File: config.mk
export PLATFORM = sky130hd
export DESIGN_NAME = stepped_core
export DESIGN_NICKNAME = d
export VERILOG_FILES = /design/src/rtl/stepped_core_pkg.sv /design/src/rtl/stepped_core_dmem.sv /design/src/rtl/stepped_core.sv
export SDC_FILE = /design/constraint.sdc
export NUM_CORES = 1
export LEC_CHECK = 0
export ABC_AREA = 0
export CAP_MARGIN = 15
export CORE_UTILIZATION = 25
export CTS_CLUSTER_DIAMETER = 60
export DETAILED_ROUTE_END_ITERATION = 10
export HOLD_SLACK_MARGIN = 0.08
export MAX_ROUTING_LAYER = met4
export PLACE_DENSITY = 0.37
export SETUP_SLACK_MARGIN = 0.2
export SYNTH_ARGS = -nofsm -noshare
export SYNTH_HDL_FRONTEND = slang
export SYNTH_SLANG_ARGS = --single-unit
File: constraint.sdc
create_clock -name oscillator -period 3.9 [get_ports oscillator]
set_input_delay 0.585 -clock oscillator [delete_from_list [all_inputs] [get_ports oscillator]]
set_output_delay 0.585 -clock oscillator [all_outputs]
set_load 0.05 [all_outputs]
File: src/rtl/stepped_core_pkg.sv
// Shared types and instruction-field helpers for the stepped_core processor.
// The helpers work on 32-bit containers so callers can slice to any parametrised width.
package stepped_core_pkg;

  typedef enum logic [1:0] {
    OP_ADD   = 2'b00,
    OP_LOAD  = 2'b01,
    OP_STORE = 2'b10,
    OP_BEQZ  = 2'b11
  } op_e;

  typedef enum logic [1:0] {
    S_IDLE  = 2'd0,
    S_FETCH = 2'd1,
    S_EXEC  = 2'd2
  } state_e;

  function automatic logic [31:0] get_field(input logic [31:0] word, input int lsb,
                                            input int width);
    logic [31:0] mask;
    mask = (32'd1 << width) - 32'd1;
    return (word >> lsb) & mask;
  endfunction

  // Replicates bit (width-1) of value into all higher bits of the 32-bit result.
  function automatic logic [31:0] sign_ext(input logic [31:0] value, input int width);
    logic [31:0] mask;
    mask = (32'd1 << width) - 32'd1;
    if (value[width-1]) return value | ~mask;
    else                return value & mask;
  endfunction

endpackage

File: src/rtl/stepped_core_dmem.sv
// Data memory: one combinational read port, one synchronous write port.
// Reset loads a ramp 0..N/2-1 in the lower half and 0,-1,-2,... in the upper half.
module stepped_core_dmem #(
  parameter  int DATA_W = 8,
  parameter  int DEPTH  = 32,
  localparam int ADDR_W = $clog2(DEPTH)
) (
  input  logic              i_clk,
  input  logic              i_rst,
  input  logic [ADDR_W-1:0] i_rd_addr,
  output logic [DATA_W-1:0] o_rd_data,
  input  logic              i_we,
  input  logic [ADDR_W-1:0] i_wr_addr,
  input  logic [DATA_W-1:0] i_wr_data
);

  logic [DATA_W-1:0] r_mem [DEPTH];

  always_ff @(posedge i_clk) begin
    if (i_rst) begin
      for (int i = 0; i < DEPTH; i++) begin
        r_mem[i] <= (i < DEPTH / 2) ? DATA_W'(i) : DATA_W'(DEPTH / 2 - i);
      end
    end else if (i_we) begin
      r_mem[i_wr_addr] <= i_wr_data;
    end
  end

  assign o_rd_data = r_mem[i_rd_addr];

endmodule

File: src/rtl/stepped_core.sv
// Multi-cycle register processor: IDLE -> FETCH (valid handshake) -> EXEC per step_en.
// Strobes decode from the state register and the latched instruction only.
module stepped_core
  import stepped_core_pkg::*;
#(
  parameter  int DATA_W     = 8,
  parameter  int REG_COUNT  = 4,
  parameter  int DMEM_DEPTH = 32,
  parameter  int PC_W       = 8,
  localparam int RSEL_W     = $clog2(REG_COUNT),
  localparam int DADDR_W    = $clog2(DMEM_DEPTH),
  localparam int INSTR_W    = 2 + 3 * RSEL_W
) (
  input  logic               oscillator,
  input  logic               reset,
  input  logic               step_en,
  output logic               instr_req,
  output logic [PC_W-1:0]    instr_address,
  input  logic [INSTR_W-1:0] instruction,
  input  logic               instr_valid,
  output logic [1:0]         op,
  output logic               mem_read,
  output logic               mem_write,
  output logic               reg_write,
  output logic               retired,
  input  logic [RSEL_W-1:0]  dbg_sel,
  output logic [DATA_W-1:0]  dbg_data
);

  state_e              r_state;
  state_e              w_next_state;
  logic [PC_W-1:0]     r_pc;
  logic [INSTR_W-1:0]  r_ir;
  logic [DATA_W-1:0]   r_regs [REG_COUNT];

  op_e                 w_op;
  logic [RSEL_W-1:0]   w_a;
  logic [RSEL_W-1:0]   w_b;
  logic [RSEL_W-1:0]   w_c;
  logic [DATA_W-1:0]   w_imm_d;
  logic [PC_W-1:0]     w_imm_pc;
  logic [DADDR_W-1:0]  w_dmem_addr;
  logic [DATA_W-1:0]   w_rdata;
  logic [DATA_W-1:0]   w_store_data;
  logic [DATA_W-1:0]   w_wr_data;
  logic [RSEL_W-1:0]   w_dst;
  logic                w_taken;
  logic [PC_W-1:0]     w_next_pc;

  assign w_op     = op_e'(r_ir[INSTR_W-1 -: 2]);
  assign w_a      = RSEL_W'(get_field(32'(r_ir), 2 * RSEL_W, RSEL_W));
  assign w_b      = RSEL_W'(get_field(32'(r_ir), RSEL_W, RSEL_W));
  assign w_c      = RSEL_W'(get_field(32'(r_ir), 0, RSEL_W));
  assign w_imm_d  = DATA_W'(sign_ext(32'(w_c), RSEL_W));
  assign w_imm_pc = PC_W'(sign_ext(32'(w_c), RSEL_W));

  // Only the low address bits of the full-width sum select the word.
  assign w_dmem_addr  = DADDR_W'(r_regs[w_a] + w_imm_d);
  assign w_store_data = r_regs[w_b];
  assign w_wr_data    = (w_op == OP_ADD) ? (r_regs[w_a] + r_regs[w_b]) : w_rdata;
  assign w_dst        = (w_op == OP_ADD) ? w_c : w_b;
  assign w_taken      = (w_op == OP_BEQZ) && (r_regs[w_a] == '0);
  assign w_next_pc    = r_pc + PC_W'(1) + (w_taken ? w_imm_pc : '0);

  stepped_core_dmem #(
    .DATA_W (DATA_W),
    .DEPTH  (DMEM_DEPTH)
  ) u_dmem (
    .i_clk     (oscillator),
    .i_rst     (reset),
    .i_rd_addr (w_dmem_addr),
    .o_rd_data (w_rdata),
    .i_we      (mem_write),
    .i_wr_addr (w_dmem_addr),
    .i_wr_data (w_store_data)
  );

  always_ff @(posedge oscillator) begin
    if (reset) begin
      r_state <= S_IDLE;
      r_pc    <= '0;
      r_ir    <= '0;
      for (int i = 0; i < REG_COUNT; i++) r_regs[i] <= '0;
    end else begin
      r_state <= w_next_state;
      if (r_state == S_FETCH && instr_valid) r_ir <= instruction;
      if (r_state == S_EXEC) begin
        r_pc <= w_next_pc;
        if (reg_write) r_regs[w_dst] <= w_wr_data;
      end
    end
  end

  always_comb begin
    w_next_state = r_state;
    instr_req    = 1'b0;
    mem_read     = 1'b0;
    mem_write    = 1'b0;
    reg_write    = 1'b0;
    retired      = 1'b0;
    case (r_state)
      S_IDLE: begin
        if (step_en) w_next_state = S_FETCH;
      end
      S_FETCH: begin
        instr_req = 1'b1;
        if (instr_valid) w_next_state = S_EXEC;
      end
      S_EXEC: begin
        retired      = 1'b1;
        reg_write    = (w_op == OP_ADD) || (w_op == OP_LOAD);
        mem_read     = (w_op == OP_LOAD);
        mem_write    = (w_op == OP_STORE);
        w_next_state = S_IDLE;
      end
      default: w_next_state = S_IDLE;
    endcase
  end

  assign instr_address = r_pc;
  assign op            = r_ir[INSTR_W-1 -: 2];
  assign dbg_data      = r_regs[dbg_sel];

endmodule

==> results of run 1 <==
==> registers in the layout, summed over array words and instances, names as in the netlist, named ones only <==
| name | cells |
|---|---|
| u_dmem.r_mem | 256 |
| r_regs | 32 |
| r_state | 2 |
| instr_address | 8 |
| r_ir | 8 |
==> power by group through the flow <==
stage / sequential [mW] / clock [mW] / combinational, mW
6_report: 3.72 / 3.61 / 1.19
5_1_grt: 3.73 / 3.81 / 1.26
2_1_floorplan: 3.77 / 0 / 0.637
3_3_place_gp: 3.80 / 0 / 1.08
3_5_place_dp: 3.79 / 0 / 1.07
4_1_cts: 3.73 / 3.71 / 1.16
==> area by class of cell <==
type / count / area, µm² / share of cell area (%)
timing repair buffer: 165 / 1650 / 8.80
clock buffer: 48 / 1070 / 5.72
clock inverter: 24 / 200 / 1.07
tap: 765 / 957 / 5.11
inverter: 16 / 62.6 / 0.334
multi-input combinational: 692 / 5710 / 30.5
sequential: 310 / 9090 / 48.5
==> worst max-delay path, delay by kind of cell, from the launching register on <==
kind | cells | cell delay, ns
compound gates | 1 | 0.15
fa+ha+maj | 1 | 0.89
buf+inv | 5 | 0.64
flops | 1 | 0.36
mux | 3 | 1.37
simple gates | 1 | 0.05
==> routing by layer <==
layer,up-vias,global-route usage [%]
met5,-,-
met3,59,2.55
met1,4738,20.3
met2,210,24.0
met4,0,4.85
li1,4341,-
==> kinds of logic (layout without fill, tap and decap cells) <==
logic type                 after synthesis  in the layout
muxes                                  114            114
adders and majority gates               21             21
xor gates and xnor gates                13             13
and+or+nand+nor                        484            484
buffers and inverters                   89            253
DFF                                    310            310
AOI/OAI and AO/OA                       60             60
==> through the flow <==
| stage | power, mW | TNS, ns | hold WS [ns] |
|---|---|---|---|
| global placement | 4.87 | -0.763 | 0.441 |
| CTS | 8.60 | 0 | 0.451 |
| detailed placement | 4.87 | -0.527 | 0.443 |
| finish | 8.53 | 0 | 0.450 |
| global route | 8.80 | 0 | 0.484 |
| floorplan | 4.41 | 0 | 0.426 |
==> cells in the final DEF (no fill, tap or decap), types with 14 or more instances in the layout <==
cell	n
nor3_2	15
nand2_1	158
clkbuf_16	43
clkdlybuf4s50_1	35
nand3_1	30
nor2_1	153
nand2b_1	18
nor3_1	39
buf_4	100
inv_1	14
buf_12	16
a21oi_1	20
ha_1	17
edfxtp_1	288
mux4_2	94
dfxtp_1	21
==> repair_timing <==
action	4_1_cts	5_1_grt
resized for setup	13	59
endpoints found under the setup margin	132	273
gates cloned	3	2
pin swaps	3	20
buffers inserted	11	5
==> worst max path at each step <==
stage | slack [ns] | startpoint | end | cells after the start
global route | 0.01 | flop | r_regs[3][7] | 10
global placement | -0.14 | flop | r_regs[0][6] | 9
detailed placement | -0.14 | r_regs[2][0] | r_regs[0][6] | 9
floorplan | 0.20 | flop | r_regs[2][0] | 11
finish | 0.12 | flop | r_regs[2][5] | 11
CTS | 0.03 | r_regs[2][0] | r_regs[2][4] | 11
==> metrics, run 1 <==
CTS max path bufs 3; DR iter-0 viols 684; Final ANT Viol Nets 0; routed vias/inst 4.63; final setup fails 0; reg-to-reg endpoint r_regs[2][5]; pre-CTS WS -0.143 ns; largest family of logic cells by synthesized area multiplexers; Die Span Y approximately 250 µm; fraction of layout cells with a size suffix above 1 29.4%; Comb pwr share 13.9%; largest net degree at the start of global routing 33; WL met3 1850 µm; FF-to-FF setup slack 0.12 ns; count leader, synth edfxtp_1; Post-synth EDFFs 288; Pwr per Cell Area 455 nW/µm²; Inst Count DP 1,927; ANT cells 0; metal2 WL 21,200 µm; All-Layer GR Usage around 15%; CTS tree yes; DRC errors left 0; Hold Crit Depth 1; number of I/O port buffers 36; DR pass1 iterations 5; first-pass GRT wire length 65,100 µm; Final Max Slew Viols 0; Finished Layout Cells 2,020; Synth Register Bits 310; layout net count roughly 1,300; Crit-path slowest cell fa_4; CTS Sinks slightly above 300; Max-Cap Viols 0; area share of the largest cell type after synthesis 58.5%; static leakage 5.89 nW; NetSw 2.18 mW; top routing layer in use met4; WL met1 about 20,000 µm; fin area 18,700 µm²; Tcrit/Tclk final between 90 and 100%; syn_nets around 1,100; Sw Ratio 25.6%; Fillers 5,666; H-tree Lvls 2; FP Rows 88; crit-path max cell delay between 0.8 and 0.9 ns; FFs w/ async S/R, synth 0%; total I/O pin count 37; Placed Area 16,900 µm²; Synth Instances roughly 1,100; CP endpoint kind flop; Main synth FF type edfxtp_1; post-synthesis sequential area ratio roughly three fifths; top cells by count, synth 288 x edfxtp_1, 161 x nand2_1, 153 x nor2_1; Synth area leaders edfxtp_1 58%, mux4_2 14%, nand2_1 4.1%; r2r worst-path depth 11; critical path cell sequence buf_6 > mux4_2 > fa_4 > buf_12 > buf_12 > buf_12 > mux4_2 > mux4_2 > o22ai_2 > buf_6 > nor3_1; Post-Syn Area per Cell 13.6 µm²; clock latency on the worst-skew pair 0.56 ns; Synth warnings 0; Arrival @ worst endpoint between 4 and 5 ns; clock share of power 42.4%; Peak Freq 264 MHz; RSZ-0062 raised after global routing true; Reg clk slew, reported paths 0.06 ns; Synth Area in Compound Gates around 2.3%; GR Overflow Total 0; Yosys cell types 51; Max IR drop VDD between 0.2 and 0.25 mV; root buf cell clkbuf_16; Core ar. 58,000 µm²; clk_skew around 0.016 ns; Max-slew headroom 20.0%; Initial Utilization 25.5%; mux cell area share after synthesis about 16%; hpwl dp 30,200 µm; Hold Path End r_state[0]; via count ~9,300; Routed WL per cell approximately 22 µm; Final Hold Fails 0; adder-cell share of the synthesized area 1.93%; Mapped Area approximately 15,000 µm²; simple-gate share of the synthesized area roughly 15%; Die Footprint roughly 60,000 µm²; outcome complete, no violations; TritonCTS Buffers 40; vias in the first global route 9,658; Synth area leader edfxtp_1; worst hold start r_state[1]; Data required, critical path 4.17 ns; worst-margin pin slew around 1.2 ns; Crit Path Class flop to flop; crit start category flop; Final min period 3.78 ns; initial antenna violation count 0; Die W 245 µm; type of the most critical hold path flop to flop; Final WS setup roughly 0.12 ns; synthesis-to-layout area growth 26.7%; Worst Path Max Fanout 5; final core occ 32.3%; Synth Area in XOR/XNOR less than 1%; RD Place Congestion 0.739; Reg power frac 43.7%; hold_buf cts 0; drt total wl ~45,000 µm; P_int 6.34 mW
(Power assumes the default switching activity.)
==> run 2, diff against run 1 <==
--- a/config.mk
+++ b/config.mk
@@ -14,6 +14,7 @@
 export MAX_ROUTING_LAYER = met4
 export PLACE_DENSITY = 0.37
 export SETUP_SLACK_MARGIN = 0.2
+export SKIP_CTS_REPAIR_TIMING = 1
 export SYNTH_ARGS = -nofsm -noshare
 export SYNTH_HDL_FRONTEND = slang
 export SYNTH_SLANG_ARGS = --single-unit
==> run 2 against run 1 <==
Combinational power is 5% lower. Cell area decreased by 1.3%. Count of clock-buffer cells in the layout is the same. First-iteration DRC count is 4.4% lower. Sequential power hardly changed. Critical path depth did not move. Via count decreased by 1.1%. Wire length shrank 0.94%.
==> metrics, run 2 (synthesized netlist as in run 1, its figures left out) <==
outcome complete, no violations; Max-slew headroom 32.0% (+12 points); first-pass GRT wire length 64,200 µm (-1.4%); Core ar. 58,000 µm² (unchanged); drt total wl 44,200 µm (-0.94%); Pwr per Cell Area 457 nW/µm² (+0.52%); hpwl dp 30,200 µm (unchanged); overall power 8.46 mW (-0.76%); crit start category flop; fin area 18,500 µm² (-1.3%); worst-margin pin slew 1.01 ns (-0.179 ns); GR Overflow Total 0 (unchanged); FF-to-FF setup slack 0.11 ns (about the same); Arrival @ worst endpoint 4.06 ns (about the same); max reg flops 256 (unchanged); static leakage 5.82 nW (-1.2%); most common cell after layout, fill and taps aside edfxtp_1; routed vias/inst 4.59 (-0.80%); root buf cell clkbuf_16; largest net degree at the start of global routing 33 (unchanged); CTS max path bufs 3 (unchanged); pre-CTS WS -0.143 ns (unchanged); CTS tree yes; DR iter-0 viols 654 (-4.4%); Final ANT Viol Nets 0 (unchanged); via count 9,241 (-1.1%); Biggest register u_dmem.r_mem; CP endpoint kind flop; Final min period 3.79 ns (+0.00820 ns); FP Rows 88 (unchanged); type of the most critical hold path flop to flop; synthesis-to-layout area growth 25.1%; layout net count 1,253 (-0.56%); clock latency on the worst-skew pair 0.56 ns (about the same); RD Place Congestion 0.739 (unchanged); Fillers 5,687 (+0.37%); initial antenna violation count 0 (unchanged); Peak Freq 264 MHz (-0.22%); CTS Sinks 310 (unchanged); Data required, critical path 4.17 ns (about the same); Reg clk slew, reported paths 0.06 ns (about the same); DRC errors left 0 (unchanged); Inst Count DP 1,927 (unchanged); Crit-path slowest cell fa_4; fraction of layout cells with a size suffix above 1 27.9% (-1.5 points); clk_skew 0.0140 ns (-0.00228 ns); DR pass1 iterations 5 (unchanged); Initial Utilization 25.5% (unchanged); Routed WL per cell 21.9 µm (-0.59%); H-tree Lvls 2 (unchanged); Placed Area 16,900 µm² (unchanged); ANT cells 0 (unchanged); All-Layer GR Usage 15.1% (-0.26 points); Die W 245 µm (unchanged); Die Footprint 60,100 µm² (unchanged); RSZ-0062 raised after global routing true; number of I/O port buffers 36 (unchanged); TritonCTS Buffers 40 (unchanged); Die Span Y 245 µm (unchanged); Largest regs u_dmem.r_mem x256, r_regs x32; Final Max Slew Viols 0 (unchanged); Finished Layout Cells 2,013 (-0.35%); Final WS setup 0.108 ns (-0.00820 ns); Tcrit/Tclk final 97.2% (+0.21 points); Max-Cap Viols 0 (unchanged); Max IR drop VDD 0.226 mV (-1.7%); Final Hold Fails 0 (unchanged); Worst Path Max Fanout 12 (+7); critical path cell sequence mux4_2 > ha_4 > fa_4 > buf_12 > buf_12 > buf_12 > mux4_2 > mux4_2 > o22ai_2 > buf_4 > nor3_1; crit-path max cell delay 0.76 ns (-0.13 ns); final setup fails 0 (unchanged); Crit Path Class flop to flop; vias in the first global route 9,554 (-1.1%); final hold slack 0.450 ns (+0.0000360 ns); most frequent cells in the layout 288 x edfxtp_1, 158 x nand2_1, 152 x nor2_1; total I/O pin count 37 (unchanged)
==> run 2: area by class of cell <==
type	count	area [µm²]	area share [%]
clock buffer	48	1070	5.80
timing repair buffer	158	1510	8.16
sequential	310	9090	49.1
multi-input combinational	692	5610	30.3
inverter	16	62.6	0.338
tap	765	957	5.17
clock inverter	24	200	1.08
==> run 2: layer usage <==
layer / part of all wire (%) / wire length, µm / track usage (%)
met1: 46 / 20300 / 20.1
met2: 48 / 21100 / 23.7
met3: 3.8 / 1680 / 2.41
met4: 2.5 / 1090 / 4.39
met5: 0 / 0 / -
==> run 2: metrics by stage <==
step | TNS [ns] | util, %
after floorplan | 0 | -
after global placement | -0.763 | 29.1
after detailed placement | -0.527 | 29.1
after CTS | -0.754 | 31.3
after global routing | 0 | 31.9
final | 0 | 31.9
==> run 2: worst paths after layout <==
| path | from | endpoint | depth (start not counted) |
|---|---|---|---|
| min | r_state[1] | r_state[0] | 1 |
| min reg2reg | r_state[1] | r_state[0] | 1 |
| max | r_regs[3][0] | r_regs[0][5] | 11 |
| max reg2reg | r_regs[3][0] | r_regs[0][5] | 11 |
==> run 2: worst max-delay path, delay by kind of cell (launching register included) <==
kind | cells | cell delay, ns
multiplexers | 3 | 1.35
adder cells (fa/ha/maj) | 2 | 0.95
buffers and inverters | 4 | 0.61
flip-flops | 1 | 0.39
AO/OA/AOI/OAI | 1 | 0.14
AND/OR/NAND/NOR | 1 | 0.05
==> run 2: power breakdown <==
| part | leakage, nW | switching (mW) | internal [mW] | total (mW) |
|---|---|---|---|---|
| Combinational | 2.48 | 0.665 | 0.466 | 1.13 |
| Sequential | 2.72 | 0.0364 | 3.69 | 3.73 |
| Clock | 0.623 | 1.45 | 2.15 | 3.60 |
